===== config.mk =====
export PLATFORM = sky130hd
export DESIGN_NAME = mult_arbiter
export DESIGN_NICKNAME = d
export VERILOG_FILES = /design/src/rtl/mult_arb_pkg.sv /design/src/rtl/rr_arbiter.sv /design/src/rtl/mult_arbiter.sv
export SDC_FILE = /design/constraint.sdc
export NUM_CORES = 1
export LEC_CHECK = 0
export CAP_MARGIN = 20
export CORE_AREA = 2 2 135 137
export CTS_CLUSTER_DIAMETER = 60
export CTS_CLUSTER_SIZE = 16
export DETAILED_ROUTE_END_ITERATION = 12
export DIE_AREA = 0 0 137 139
export GPL_ROUTABILITY_DRIVEN = 0
export GPL_TIMING_DRIVEN = 0
export HOLD_SLACK_MARGIN = 0.02
export PLACE_DENSITY_LB_ADDON = 0.05
export SLEW_MARGIN = 20
export SYNTH_ARGS = -nofsm -noshare
export SYNTH_HDL_FRONTEND = slang
export SYNTH_SLANG_ARGS = --single-unit

===== constraint.sdc =====
create_clock -name clk -period 6.7 [get_ports clk]
set_input_delay 1.34 -clock clk [delete_from_list [all_inputs] [get_ports clk]]
set_output_delay 1.34 -clock clk [all_outputs]
set_load 0.05 [all_outputs]

===== src/rtl/mult_arb_pkg.sv =====
// Shared types and widths for the multiplier arbiter.
package mult_arb_pkg;
    localparam int OPERAND_W = 32;
    localparam int PRODUCT_W = 64;
    localparam int ID_W      = 2;

    typedef enum logic [2:0] {
        IDLE,
        LAUNCH,
        WAIT_BUSY,
        RUN,
        RESP
    } state_e;
endpackage


===== src/rtl/rr_arbiter.sv =====
// Combinational round-robin pick: the search starts just past ptr and takes the first set request.
module rr_arbiter
    import mult_arb_pkg::*;
#(
    parameter int NUM_REQ = 2
) (
    input  logic [NUM_REQ-1:0] req,
    input  logic [ID_W-1:0]    ptr,
    output logic [NUM_REQ-1:0] gnt,
    output logic [ID_W-1:0]    gnt_idx,
    output logic               gnt_any
);

    always_comb begin
        gnt     = '0;
        gnt_idx = '0;
        gnt_any = 1'b0;
        // Offset 1 is the highest priority, offset NUM_REQ wraps back to the last winner.
        for (int i = 1; i <= NUM_REQ; i++) begin
            for (int j = 0; j < NUM_REQ; j++) begin
                if (!gnt_any && req[j] && (j == ((int'(ptr) + i) % NUM_REQ))) begin
                    gnt[j]  = 1'b1;
                    gnt_idx = ID_W'(j);
                    gnt_any = 1'b1;
                end
            end
        end
    end

endmodule


===== src/rtl/mult_arbiter.sv =====
// Shares one multi-cycle multiplier between NUM_REQ clients: round-robin grant,
// one-cycle start, busy tracking with a rise timeout, tagged result return.
module mult_arbiter
    import mult_arb_pkg::*;
#(
    parameter int NUM_REQ      = 2,
    parameter int BUSY_TIMEOUT = 4
) (
    input  logic                           clk,
    input  logic                           reset,
    input  logic [NUM_REQ-1:0]             req_valid,
    input  logic [NUM_REQ*OPERAND_W-1:0]   req_a,
    input  logic [NUM_REQ*OPERAND_W-1:0]   req_b,
    output logic [NUM_REQ-1:0]             req_ready,
    output logic                           resp_valid,
    output logic [ID_W-1:0]                resp_id,
    output logic [PRODUCT_W-1:0]           resp_product,
    output logic                           resp_err,
    output logic                           mult_start,
    input  logic                           mult_busy,
    output logic [OPERAND_W-1:0]           mult_a,
    output logic [OPERAND_W-1:0]           mult_b,
    input  logic [PRODUCT_W-1:0]           mult_product,
    output logic [15:0]                    op_count
);

    localparam int                TMO_W    = $clog2(BUSY_TIMEOUT + 1);
    localparam logic [ID_W-1:0]   PTR_RST  = ID_W'(NUM_REQ - 1);
    localparam logic [TMO_W-1:0]  TMO_LAST = TMO_W'(BUSY_TIMEOUT - 1);

    state_e                 state_q, state_d;
    logic [ID_W-1:0]        ptr_q, ptr_d;
    logic [ID_W-1:0]        id_q, id_d;
    logic [ID_W-1:0]        resp_id_q, resp_id_d;
    logic [OPERAND_W-1:0]   a_q, a_d;
    logic [OPERAND_W-1:0]   b_q, b_d;
    logic [TMO_W-1:0]       tmo_q, tmo_d;
    logic                   err_q, err_d;
    logic [PRODUCT_W-1:0]   product_q, product_d;
    logic [15:0]            op_count_q, op_count_d;

    logic [NUM_REQ-1:0]     gnt;
    logic [ID_W-1:0]        gnt_idx;
    logic                   gnt_any;

    rr_arbiter #(
        .NUM_REQ (NUM_REQ)
    ) u_rr (
        .req     (req_valid),
        .ptr     (ptr_q),
        .gnt     (gnt),
        .gnt_idx (gnt_idx),
        .gnt_any (gnt_any)
    );

    always_comb begin
        state_d    = state_q;
        ptr_d      = ptr_q;
        id_d       = id_q;
        resp_id_d  = resp_id_q;
        a_d        = a_q;
        b_d        = b_q;
        tmo_d      = tmo_q;
        err_d      = err_q;
        product_d  = product_q;
        op_count_d = op_count_q;
        req_ready  = '0;
        mult_start = 1'b0;
        resp_valid = 1'b0;
        resp_err   = 1'b0;

        case (state_q)
            IDLE: begin
                req_ready = gnt;
                if (gnt_any) begin
                    for (int j = 0; j < NUM_REQ; j++) begin
                        if (gnt[j]) begin
                            a_d = req_a[j*OPERAND_W +: OPERAND_W];
                            b_d = req_b[j*OPERAND_W +: OPERAND_W];
                        end
                    end
                    id_d    = gnt_idx;
                    ptr_d   = gnt_idx;
                    state_d = LAUNCH;
                end
            end
            LAUNCH: begin
                mult_start = 1'b1;
                tmo_d      = '0;
                state_d    = WAIT_BUSY;
            end
            WAIT_BUSY: begin
                if (mult_busy) begin
                    state_d = RUN;
                end else if (tmo_q == TMO_LAST) begin
                    err_d     = 1'b1;
                    resp_id_d = id_q;
                    state_d   = RESP;
                end else begin
                    tmo_d = tmo_q + 1'b1;
                end
            end
            RUN: begin
                // First idle cycle after busy: the multiplier's product register is final.
                if (!mult_busy) begin
                    product_d = mult_product;
                    resp_id_d = id_q;
                    state_d   = RESP;
                end
            end
            RESP: begin
                resp_valid = 1'b1;
                resp_err   = err_q;
                if (!err_q) begin
                    op_count_d = op_count_q + 16'd1;
                end
                err_d   = 1'b0;
                state_d = IDLE;
            end
            default: state_d = IDLE;
        endcase
    end

    always_ff @(posedge clk or posedge reset) begin
        if (reset) begin
            state_q    <= IDLE;
            ptr_q      <= PTR_RST;
            id_q       <= '0;
            resp_id_q  <= '0;
            a_q        <= '0;
            b_q        <= '0;
            tmo_q      <= '0;
            err_q      <= 1'b0;
            product_q  <= '0;
            op_count_q <= '0;
        end else begin
            state_q    <= state_d;
            ptr_q      <= ptr_d;
            id_q       <= id_d;
            resp_id_q  <= resp_id_d;
            a_q        <= a_d;
            b_q        <= b_d;
            tmo_q      <= tmo_d;
            err_q      <= err_d;
            product_q  <= product_d;
            op_count_q <= op_count_d;
        end
    end

    assign mult_a       = a_q;
    assign mult_b       = b_q;
    assign resp_id      = resp_id_q;
    assign resp_product = product_q;
    assign op_count     = op_count_q;

endmodule


**After elaboration in Yosys (flattened, before gate mapping)**

Index checks and enable logic that the tools add are counted.

- Bits in latches: 0
- Flip-flop bits (word level): 155
- Bits in writable memories: 0
- Memories: 0
- Word-level logic and storage cells: 89
- ROM bits: 0
- Input port bits: 197

- Bitwise gates (word level): 4
- Shift-type cells: 0
- Divide/modulo/power cells: 0
- Muxes and demuxes: 33
- Order comparisons: 0
- Multipliers: 0
- $add $sub $neg: 4
- Reduce and logical (&&, ||, !) cells: 25
- Eq/ne operators: 13

Operator list:

| cell | count |
|---|---|
| two-way mux 32 bit | 4 |
| zero test 32 bit | 2 |
| two-way mux 3 bit | 6 |
| adder 16 x 1 -> 16 bit, second input constant | 1 |
| two-way mux 1 bit | 15 |
| case mux 3 bit (4 select lines) | 1 |
| AND reduction 3 bit | 4 |
| != test 2 bit, second input constant | 5 |
| == test 3 x 2 -> 1 bit, second input constant | 3 |
| two-way mux 2 bit | 4 |
| nonzero test 2 bit | 4 |
| logical AND 1 bit | 7 |
| case mux 3 bit (2 select lines) | 1 |
| AND reduction 2 bit | 3 |
| == test 2 bit, first input constant | 2 |
| case mux 2 bit (2 select lines) | 1 |
| AND reduction 4 bit | 1 |
| adder 3 x 1 -> 3 bit, second input constant | 1 |
| == test 3 x 1 -> 1 bit, second input constant | 1 |
| == test 3 bit, second input constant | 1 |
| zero test 1 bit | 3 |
| zero test 3 bit | 1 |
| != test 3 bit, second input constant | 1 |
| adder 1 bit, second input constant | 2 |
| 3 further kinds | 5 |

**Longest topological paths before layout**

Gate-level depths: netlist of the first run.

- Depth in word-level cells: 19
- Gate-level depth with buffers: 7
- Depth with buffers taken out: 6

**Modules after synthesis**

A second synthesis of the first run with hierarchy kept.

- Cell total of the unflattened synthesis: 543
- Area, all modules: 6623.9 sq um

Modules (own cells, without submodules):

| module | instances | area an instance (sq um) | cells an instance | sequential area each (sq um) |
|---|---|---|---|---|
| mult_arbiter | 1 | 6580.1 | 536 | 3905.0 |
| rr_arbiter | 1 | 43.8 | 7 | 0.0 |

**Worst setup path after synthesis of the first run**

OpenSTA, ideal clock, no wires.

- Kind: input-to-output
- Start: in req_valid[1]
- End: out req_ready[1]
- Arrival time: 2.209 ns
- Stages on the path: 3
- Path buffers: 1
- Path slack: 3.151 ns
- Path through: a21boi_0 buf_2 and2_1

- Cells in the longest elaborated chain, start to end: 12
- Elaborated cells on any way between the ends: 13

RTL lines:

| item | line | source |
|---|---|---|
| start: declaration | mult_arbiter.sv:11 | `input logic [NUM_REQ-1:0] req_valid,` |
| logical AND 1 bit (2 in a row) | rr_arbiter.sv:21 | `if (!gnt_any && req[j] && (j == ((int'(ptr) + i) % NUM_REQ))) begin` |
| two-way mux 1 bit | rr_arbiter.sv:21 |  |
| zero test 1 bit | rr_arbiter.sv:21 |  |
| logical AND 1 bit (2 in a row) | rr_arbiter.sv:21 |  |
| two-way mux 1 bit | rr_arbiter.sv:21 |  |
| zero test 1 bit | rr_arbiter.sv:21 |  |
| logical AND 1 bit (2 in a row) | rr_arbiter.sv:21 |  |
| two-way mux 1 bit * | rr_arbiter.sv:21 |  |
| two-way mux 2 bit * | mult_arbiter.sv:72 | `case (state_q)` |
| end: declaration | mult_arbiter.sv:14 | `output logic [NUM_REQ-1:0] req_ready,` |

Every way passes the cells marked *; elsewhere a longest branch is shown, timed or not.

**Worst setup path in the final report of the first run**

Ends and elaborated chain as after synthesis.

==> results.json, run 1 <==
{
  "outcome": "completed",
  "area_delta_synth_final_pct": 67.7,
  "antenna_cells": 0,
  "rsz0062_at_grt": "false",
  "ys_top_cells_by_area": "dfrtp_1, mux2_2, mux2i_1, a21oi_1, nor2_1",
  "cellPowerDensity_nw_per_um2": 542,
  "synthTopCellsByCount": "dfrtp_1, nor2_1, a21oi_1",
  "ant_nets": 0,
  "die_x_um": 137,
  "max_clock_freq_mhz": 205,
  "slew_viol_final": 0,
  "synth_warnings": 0,
  "hold_path.class": "reg2reg",
  "yosys.area.top_type": "dfrtp_1",
  "clk_latency_ns": 0.42,
  "setup_viol": 0,
  "cellLeakagePower_nw": 4.60,
  "synth_top_area_share_pct": 58.6,
  "fill_cells": 1373,
  "grt_max_degree": 93,
  "synth_cell_types": 36,
  "port_buffers": 346,
  "worstMarginPinSlew_ns": 0.757,
  "clk_pin_slew_ns": 0.06,
  "worst-setup-path-type": "in2out",
  "antenna_found_initial": 0,
  "die_area_um2": 19000,
  "grt_use_total_pct": 21.0,
  "h-tree-depth": 4,
  "grt_overflow_total": 0,
  "grt_pass1_wl_um": 30500,
  "slew_headroom_pct": 48.8,
  "layout.nets": 1105,
  "postCtsSetupBuffers": 0,
  "cp.arrival_ns": 3.53,
  "cts.sinks": 154,
  "yosysSeqAreaShare_pct": 59.0,
  "regArea_um2": 3850,
  "post-route-period-util_pct": 72.8,
  "ys_seq_elements": 154,
  "finalHoldViolations": 0,
  "dr.pass1.iters": 4,
  "cts_tree": "done",
  "cts_root_buffer": "clkbuf_16",
  "cts_resized": 0,
  "cap_violations": 0,
  "yosys.area_share.adder_pct": 0.574,
  "synth_top_family_by_area": "multiplexers",
  "synth_xor_area_share_pct": 2.01,
  "synthSimpleGateAreaFrac_pct": 8.02,
  "syn_nets": 739,
  "drive_gt1_share_pct": 13.3,
  "finalClockSkew_ns": 0.00603,
  "required_ns": 5.36,
  "initial_utilization_pct": 37.0,
  "wl_per_cell_um": 17.4,
  "irDropWorstVdd_mv": 0.310,
  "netlist_area_um2": 6540,
  "multi_input_area_um2": 2500,
  "holdBufCountCts": 0,
  "die_y_um": 139,
  "synth_ff_type": "dfrtp_1",
  "cts.path.max_buffers": 2,
  "start_kind": "input pin",
  "drt_wl_total_um": 19900,
  "utilization_pct": 62.1,
  "endpoint_kind": "primary output",
  "synth-compound-area-share_pct": 6.33,
  "num_vias": 5485,
  "synth_most_common_cell": "dfrtp_1",
  "grt_pass1_vias": 5750,
  "syn_avg_cell_area_um2": 12.1,
  "muxShareOfSynthArea_pct": 21.3,
  "pin_count": 348,
  "synth_cells": 539,
  "rows": 49,
  "async_flop_share_pct": 100,
  "finalSetupTns_ns": 0,
  "drtIter0Drc": 154,
  "hold_ws_ns": 0.477,
  "dp_hpwl_um": 15500,
  "period_minus_slack_ns": 4.87,
  "numCtsBuffers": 17,
  "power.total_mw": 5.94,
  "worstPathMaxFanout": 10,
  "route.detailed.drc": 0,
  "synth-edff-count": 0,
  "vias_per_cell": 4.79,
  "coreArea_um2": 17700
}
-- cell usage in the layout (no fill, tap or decap), types with 4 or more instances in the layout --
cell / Yosys / final
a21oi_1: 69 / 69
and3_1: 5 / 5
buf_2: 20 / 20
bufinv_16: 0 / 5
clkbuf_1: 9 / 10
clkbuf_16: 0 / 17
clkdlybuf4s50_1: 0 / 346
dfrtp_1: 153 / 153
inv_1: 6 / 5
mux2_2: 66 / 66
mux2i_1: 65 / 65
nand2_1: 16 / 16
nand3_1: 5 / 5
nand4_1: 4 / 4
nor2_1: 74 / 74
xnor2_1: 10 / 10
xor2_1: 5 / 5
-- final timing paths --
path                              start          endpoint  slack (ns)  cells after the start
max                        req_valid[1]      req_ready[1]        1.83                      5
min                        op_count[15]      op_count[15]        0.48                      1
max reg2reg                  state_q[2]        mult_a[28]        4.52                      6
min reg2reg                op_count[15]      op_count[15]        0.48                      1
max in group asynchronous         reset          ptr_q[0]        4.50                      3
min in group asynchronous         reset  resp_product[25]        1.43                      2
-- flip-flops by register name, summed over array words and instances, names as in the netlist --
register and cells:
id_q 1, resp_id 1, mult_b 32, state_q 3
err_q 1, op_count 16, tmo_q 3, resp_product 64
mult_a 32, ptr_q 1
-- worst max-delay path: stages --
cell and delay [ns]:
clkdlybuf4s50_1 0.54, a21boi_0 0.29, buf_2 0.33, and2_1 0.18
clkdlybuf4s50_1 0.83
-- stage by stage --
stage	instances	instance area [um^2]	setup WS, ns
2_1_floorplan	539	6540	1.21
3_3_place_gp	1114	10300	-0.870
5_1_grt	1146	11000	1.67
4_1_cts	1146	11000	1.77
6_report	1146	11000	1.83
3_5_place_dp	1115	10300	1.78
-- final cells by class --
cell class | instances | share of cell area (%)
clock buffers | 19 | 4.04
repair buffers | 347 | 31.8
multi-input cells | 346 | 22.8
clock inverters | 12 | 1.79
inverters | 6 | 0.274
plain buffers | 33 | 1.43
well taps | 229 | 2.61
flip-flops and latches | 154 | 35.2
-- power breakdown --
group | leakage [nW] | total, mW | switching, mW | internal (mW)
logic | 2.49 | 3.31 | 2.13 | 1.18
clock network | 0.305 | 1.05 | 0.380 | 0.668
registers | 1.81 | 1.58 | 0.226 | 1.36
total | 4.60 | 5.94 | 2.74 | 3.20
-- metal layers --
layer / global-route usage, % / vias to the layer above / part of all wire [%]
met5: 0 / - / 0
met4: 8.08 / 0 / 2.4
met3: 7.75 / 31 / 9.8
met2: 38.2 / 245 / 52
met1: 21.5 / 2605 / 35
li1: - / 2604 / -
-- kinds of logic (layout without fill, tap and decap cells) --
| logic type | count (synthesis) | in the layout |
|---|---|---|
| compound gates | 79 | 79 |
| xor+xnor | 15 | 15 |
| fa+ha+maj | 3 | 3 |
| buf+inv | 39 | 417 |
| flops | 154 | 154 |
| mux | 131 | 131 |
| other cells | 1 | 1 |
| simple gates | 117 | 117 |
(Power assumes the default switching activity.)
==> run 2: changes to the inputs <==
--- a/config.mk
+++ b/config.mk
@@ -6,11 +6,11 @@
 export NUM_CORES = 1
 export LEC_CHECK = 0
 export CAP_MARGIN = 20
-export CORE_AREA = 2 2 135 137
+export CORE_ASPECT_RATIO = 1.1
+export CORE_UTILIZATION = 36
 export CTS_CLUSTER_DIAMETER = 60
 export CTS_CLUSTER_SIZE = 16
 export DETAILED_ROUTE_END_ITERATION = 12
-export DIE_AREA = 0 0 137 139
 export GPL_ROUTABILITY_DRIVEN = 0
 export GPL_TIMING_DRIVEN = 0
 export HOLD_SLACK_MARGIN = 0.02
==> constraint.sdc (replaced) <==
create_clock -name clk -period 4.35 [get_ports clk]
set_input_delay 0.87 -clock clk [delete_from_list [all_inputs] [get_ports clk]]
set_output_delay 0.87 -clock clk [all_outputs]
set_load 0.05 [all_outputs]
==> run 2 against run 1 <==
  * Sequential power is 54% higher
  * Design area is 0.79% higher
  * Combinational power is 54% higher
  * Count of clock-buffer cells in the layout is 1 lower
  * Largest cell class unchanged
  * First-iteration DRC count is 8.4% lower
  * Sequential share of layout area is 0.27 points lower
  * Critical path depth stayed put
  * Non-clock buffer count is 4 higher
  * Clock skew is 0.0030 ns higher
  * Wire length is 1.5% higher
==> results.json, run 2 (synthesis results as in run 1) <==
{
  "outcome": "completed",
  "clk_latency_ns": 0.42,
  "layout.nets": 1109,
  "finalClockSkew_ns": 0.00899,
  "setup_viol": 0,
  "critical-path-slowest-cell": "clkdlybuf4s50_1",
  "path_depth": 5,
  "p_sw_share_pct": 46.4,
  "endpoint": "req_ready[1]",
  "num_vias": 5504,
  "setup_ws_ns": 0.525,
  "slew_viol_final": 0,
  "cts_resized": 0,
  "drive_gt1_share_pct": 13.9,
  "reg2reg_depth": 5,
  "postCtsSetupBuffers": 0,
  "hold_start": "op_count[15]",
  "slew_headroom_pct": 52.8,
  "max_clock_freq_mhz": 261,
  "route.detailed.drc": 0,
  "grt_pass1_wl_um": 30000,
  "required_ns": 3.48,
  "r2r-start": "state_q[0]",
  "initial_utilization_pct": 36.9,
  "grt_use_total_pct": 21.6,
  "largest_reg_flops": 64,
  "cts_root_buffer": "clkbuf_16",
  "dr.pass1.iters": 4,
  "crit_path_start": "req_valid[1]",
  "post-route-period-util_pct": 87.9,
  "h-tree-depth": 4,
  "cap_violations": 0,
  "holdBufCountCts": 0,
  "cts_tree": "done",
  "cpLargestDelayFamily": "buffers and inverters",
  "start_kind": "input pin",
  "die_area_um2": 18700,
  "p_comb_share_pct": 56.1,
  "dp_hpwl_um": 16200,
  "rows": 51,
  "grt_max_degree": 35,
  "seq_power_share_pct": 26.7,
  "coreArea_um2": 17700,
  "final_cell_mix": "clkdlybuf4s50_1, dfrtp_1, nor2_1",
  "finalSetupTns_ns": 0,
  "rrSetupSlack_ns": 2.14,
  "antenna_found_initial": 1,
  "ant_nets": 0,
  "numCtsBuffers": 17,
  "worst-setup-path-type": "in2out",
  "die_y_um": 143,
  "grt_overflow_total": 0,
  "p_clk_share_pct": 17.2,
  "endpoint_kind": "primary output",
  "cellLeakagePower_nw": 4.63,
  "path_common_cell": "clkdlybuf4s50_1",
  "grt_pass1_vias": 5642,
  "worstPathMaxFanout": 10,
  "hold_path.class": "reg2reg",
  "critical-path-max-stage-delay_ns": 0.82,
  "vias_per_cell": 4.74,
  "wl_per_cell_um": 17.4,
  "final_common_cell": "clkdlybuf4s50_1",
  "place_ws_ns": 0.475,
  "irDropWorstVdd_mv": 0.395,
  "cellPowerDensity_nw_per_um2": 825,
  "drtIter0Drc": 141,
  "path_buf_inv": 3,
  "die_x_um": 131,
  "p_sw_mw": 4.23,
  "rsz0062_at_grt": "false",
  "period_minus_slack_ns": 3.83,
  "area_delta_synth_final_pct": 69.0,
  "worstMarginPinSlew_ns": 0.698,
  "timing.rr.end": "resp_product[22]",
  "pin_count": 348,
  "cts.path.max_buffers": 2,
  "finalHoldViolations": 0,
  "cts.sinks": 154,
  "intPower_mw": 4.88,
  "drt_wl_total_um": 20200,
  "cp.arrival_ns": 2.96,
  "crit_chain": "clkdlybuf4s50_1 > a21boi_0 > buf_2 > and2_1 > clkdlybuf4s50_1",
  "clk_pin_slew_ns": 0.06,
  "port_buffers": 346
}
## run 2: cell types whose count changed in the layout (fill, tap and decap cells not counted), sizes merged
| cell | previous run | this run |
|---|---|---|
| diode | 0 | 1 |
| clkinvlp | 3 | 4 |
| inv | 7 | 6 |
| clkbuf | 28 | 27 |
| clkinv | 3 | 6 |
| bufinv | 5 | 4 |
| buf | 25 | 29 |
## run 2: power by group through the flow
stage | logic, mW | clock network (mW) | registers (mW)
final | 5.11 | 1.57 | 2.44
after global routing | 5.36 | 1.67 | 2.52
after CTS | 5.16 | 1.61 | 2.44
after detailed placement | 5.15 | 0 | 2.45
after global placement | 5.07 | 0 | 2.42
after floorplan | 1.17 | 0 | 4.55
## run 2: worst register-to-register path, cell delays in order (launching register included)
cell	delay, ns
dfrtp_1	0.37
clkbuf_1	0.31
and3_1	0.21
clkbuf_1	0.45
buf_2	0.38
mux2_2	0.38
## run 2: metrics by stage
step / instances / util (%) / cell area (um^2) / power (mW) / hold slack (ns)
after floorplan: 539 / - / 6540 / 5.72 / 0.453
after CTS: 1160 / 62.3 / 11000 / 9.21 / 0.481
after global routing: 1161 / 62.3 / 11000 / 9.55 / 0.515
after global placement: 1123 / 58.1 / 10300 / 7.49 / 0.461
final: 1161 / 62.3 / 11000 / 9.11 / 0.474
after detailed placement: 1128 / 58.7 / 10400 / 7.60 / 0.471
## run 2: worst min-delay path by stage
| stage | endpoint | cells after the start | slack [ns] |
|---|---|---|---|
| 3_5_place_dp | op_count[15] | 1 | 0.47 |
| 3_3_place_gp | op_count[15] | 1 | 0.46 |
| 6_report | op_count[15] | 1 | 0.47 |
| 5_1_grt | resp_product[8] | 1 | 0.52 |
| 2_1_floorplan | tmo_q[0] | 1 | 0.45 |
| 4_1_cts | op_count[15] | 1 | 0.48 |
## run 2: routing by layer
layer / global-route usage [%] / wire length [um]
met5: 0 / 0
met3: 7.45 / 1770
met1: 21.9 / 7140
met4: 9.20 / 533
met2: 39.7 / 10800
## run 2: cell type report
type	instances	area, um^2
fill	1449	6690
sequential	154	3850
timing repair buffer	351	3570
multi-input combinational	346	2500
clock buffer	18	439
tap	238	298
clock inverter	14	196
buffer	33	156
inverter	6	26.3
antenna	1	2.50
==> run 3: changes to the inputs <==
--- a/config.mk
+++ b/config.mk
@@ -12,7 +12,6 @@
 export CTS_CLUSTER_SIZE = 16
 export DETAILED_ROUTE_END_ITERATION = 12
 export GPL_ROUTABILITY_DRIVEN = 0
-export GPL_TIMING_DRIVEN = 0
 export HOLD_SLACK_MARGIN = 0.02
 export PLACE_DENSITY_LB_ADDON = 0.05
 export SLEW_MARGIN = 20
==> run 3 against run 2 <==
  * Sequential power hardly changed
  * Critical path type unchanged
  * Global-route usage down 1.0 points
  * Wire length fell by 5.5%
  * Non-clock buffer count fell by 31
==> results.json, run 3 (synthesis results as in run 1) <==
{
  "outcome": "completed",
  "route.detailed.drc": 0,
  "utilization_pct": 61.1,
  "cp.arrival_ns": 2.61,
  "worstPathMaxFanout": 5,
  "num_vias": 5251,
  "slew_viol_final": 0,
  "grt_use_total_pct": 20.6,
  "period_minus_slack_ns": 3.48,
  "hold_path_depth": 1,
  "finalSetupTns_ns": 0,
  "rows": 51,
  "hold_path.class": "reg2reg",
  "port_buffers": 346,
  "grt_max_degree": 65,
  "ant_nets": 0,
  "setup_viol": 0,
  "die_area_um2": 18700,
  "antenna_found_initial": 0,
  "power.total_mw": 8.89,
  "area_delta_synth_final_pct": 65.8,
  "irDropWorstVdd_mv": 0.463,
  "drt_wl_total_um": 19100,
  "cts_tree": "done",
  "max_clock_freq_mhz": 288,
  "cts.sinks": 154,
  "cts.path.max_buffers": 2,
  "start_kind": "input pin",
  "grt_overflow_total": 0,
  "cap_violations": 0,
  "reg2reg_depth": 5,
  "cellPowerDensity_nw_per_um2": 820,
  "cellLeakagePower_nw": 4.49,
  "pin_count": 348,
  "clk_latency_ns": 0.42,
  "largest_reg_flops": 64,
  "cts_root_buffer": "clkbuf_16",
  "crit_path_start": "req_valid[1]",
  "r2r-start": "state_q[1]",
  "drive_gt1_share_pct": 12.5,
  "rrSetupSlack_ns": 1.81,
  "grt_pass1_vias": 5391,
  "postCtsSetupBuffers": 0,
  "grt_pass1_wl_um": 28700,
  "numCtsBuffers": 17,
  "coreArea_um2": 17700,
  "die_y_um": 143,
  "drtIter0Drc": 204,
  "final_common_cell": "clkdlybuf4s50_1",
  "worstMarginPinSlew_ns": 1.11,
  "endpoint": "req_ready[1]",
  "wl_per_cell_um": 16.9,
  "cts_resized": 0,
  "dp_hpwl_um": 14600,
  "fill_cells": 1476,
  "vias_per_cell": 4.65,
  "initial_utilization_pct": 36.9,
  "clk_pin_slew_ns": 0.06,
  "post-route-period-util_pct": 79.9,
  "timing.rr.end": "mult_b[13]",
  "worst-setup-path-type": "in2out",
  "finalHoldViolations": 0,
  "h-tree-depth": 4,
  "slew_headroom_pct": 26.2,
  "required_ns": 3.48,
  "endpoint_kind": "primary output",
  "die_x_um": 131,
  "setup_ws_ns": 0.874,
  "rsz0062_at_grt": "false",
  "holdBufCountCts": 0,
  "final_cell_mix": "clkdlybuf4s50_1, dfrtp_1, nor2_1",
  "place_ws_ns": 0.876,
  "antenna_cells": 0,
  "layout.nets": 1078,
  "finalClockSkew_ns": 0.00999,
  "dr.pass1.iters": 4
}
## run 3: cell types whose count changed in the layout (fill, tap and decap cells not counted), sizes merged
cell | before | now
clkinv | 6 | 5
bufinv | 4 | 1
clkinvlp | 4 | 3
inv | 6 | 11
buf | 29 | 7
diode | 1 | 0
clkbuf | 27 | 18
## run 3: worst min-delay path by stage
stage,startpoint,to
final,op_count[15],op_count[15]
after global routing,op_count[14],op_count[14]
after CTS,op_count[15],op_count[15]
after detailed placement,op_count[15],op_count[15]
after global placement,op_count[15],op_count[15]
after floorplan,tmo_q[0],tmo_q[0]
## run 3: per-layer routing
| metal | wire [um] | GRT usage (%) | vias to the layer above |
|---|---|---|---|
| met5 | 0 | 0 | - |
| met4 | 403 | 6.84 | 0 |
| met3 | 1940 | 9.23 | 19 |
| met2 | 10000 | 36.7 | 234 |
| met1 | 6770 | 21.3 | 2455 |
| li1 | - | - | 2543 |
## run 3: final cells by class
class | instances | area [um^2] | share of cell area, %
multi-input cells | 346 | 2520 | 23.3
clock buffers | 18 | 439 | 4.05
flip-flops and latches | 154 | 3850 | 35.6
inverters | 6 | 26.3 | 0.242
repair buffers | 353 | 3570 | 32.9
well taps | 238 | 298 | 2.75
clock inverters | 14 | 134 | 1.23
## run 3: power by group
part | internal [mW] | leakage (nW) | switching, mW
registers | 2.09 | 1.81 | 0.378
clock network | 0.814 | 0.278 | 0.620
logic | 1.79 | 2.41 | 3.20
## run 3: per-stage QoR
stage / hold WS, ns / cells / cell area [um^2]
after floorplan: 0.453 / 539 / 6540
after global placement: 0.460 / 1096 / 10200
after detailed placement: 0.466 / 1097 / 10300
after CTS: 0.475 / 1129 / 10800
after global routing: 0.510 / 1129 / 10800
final: 0.468 / 1129 / 10800
## run 3: worst max-delay path: stages
cell             delay [ns]
clkdlybuf4s50_1        0.57
a21boi_4               0.21
and2_1                 0.15
clkdlybuf4s50_1        0.80
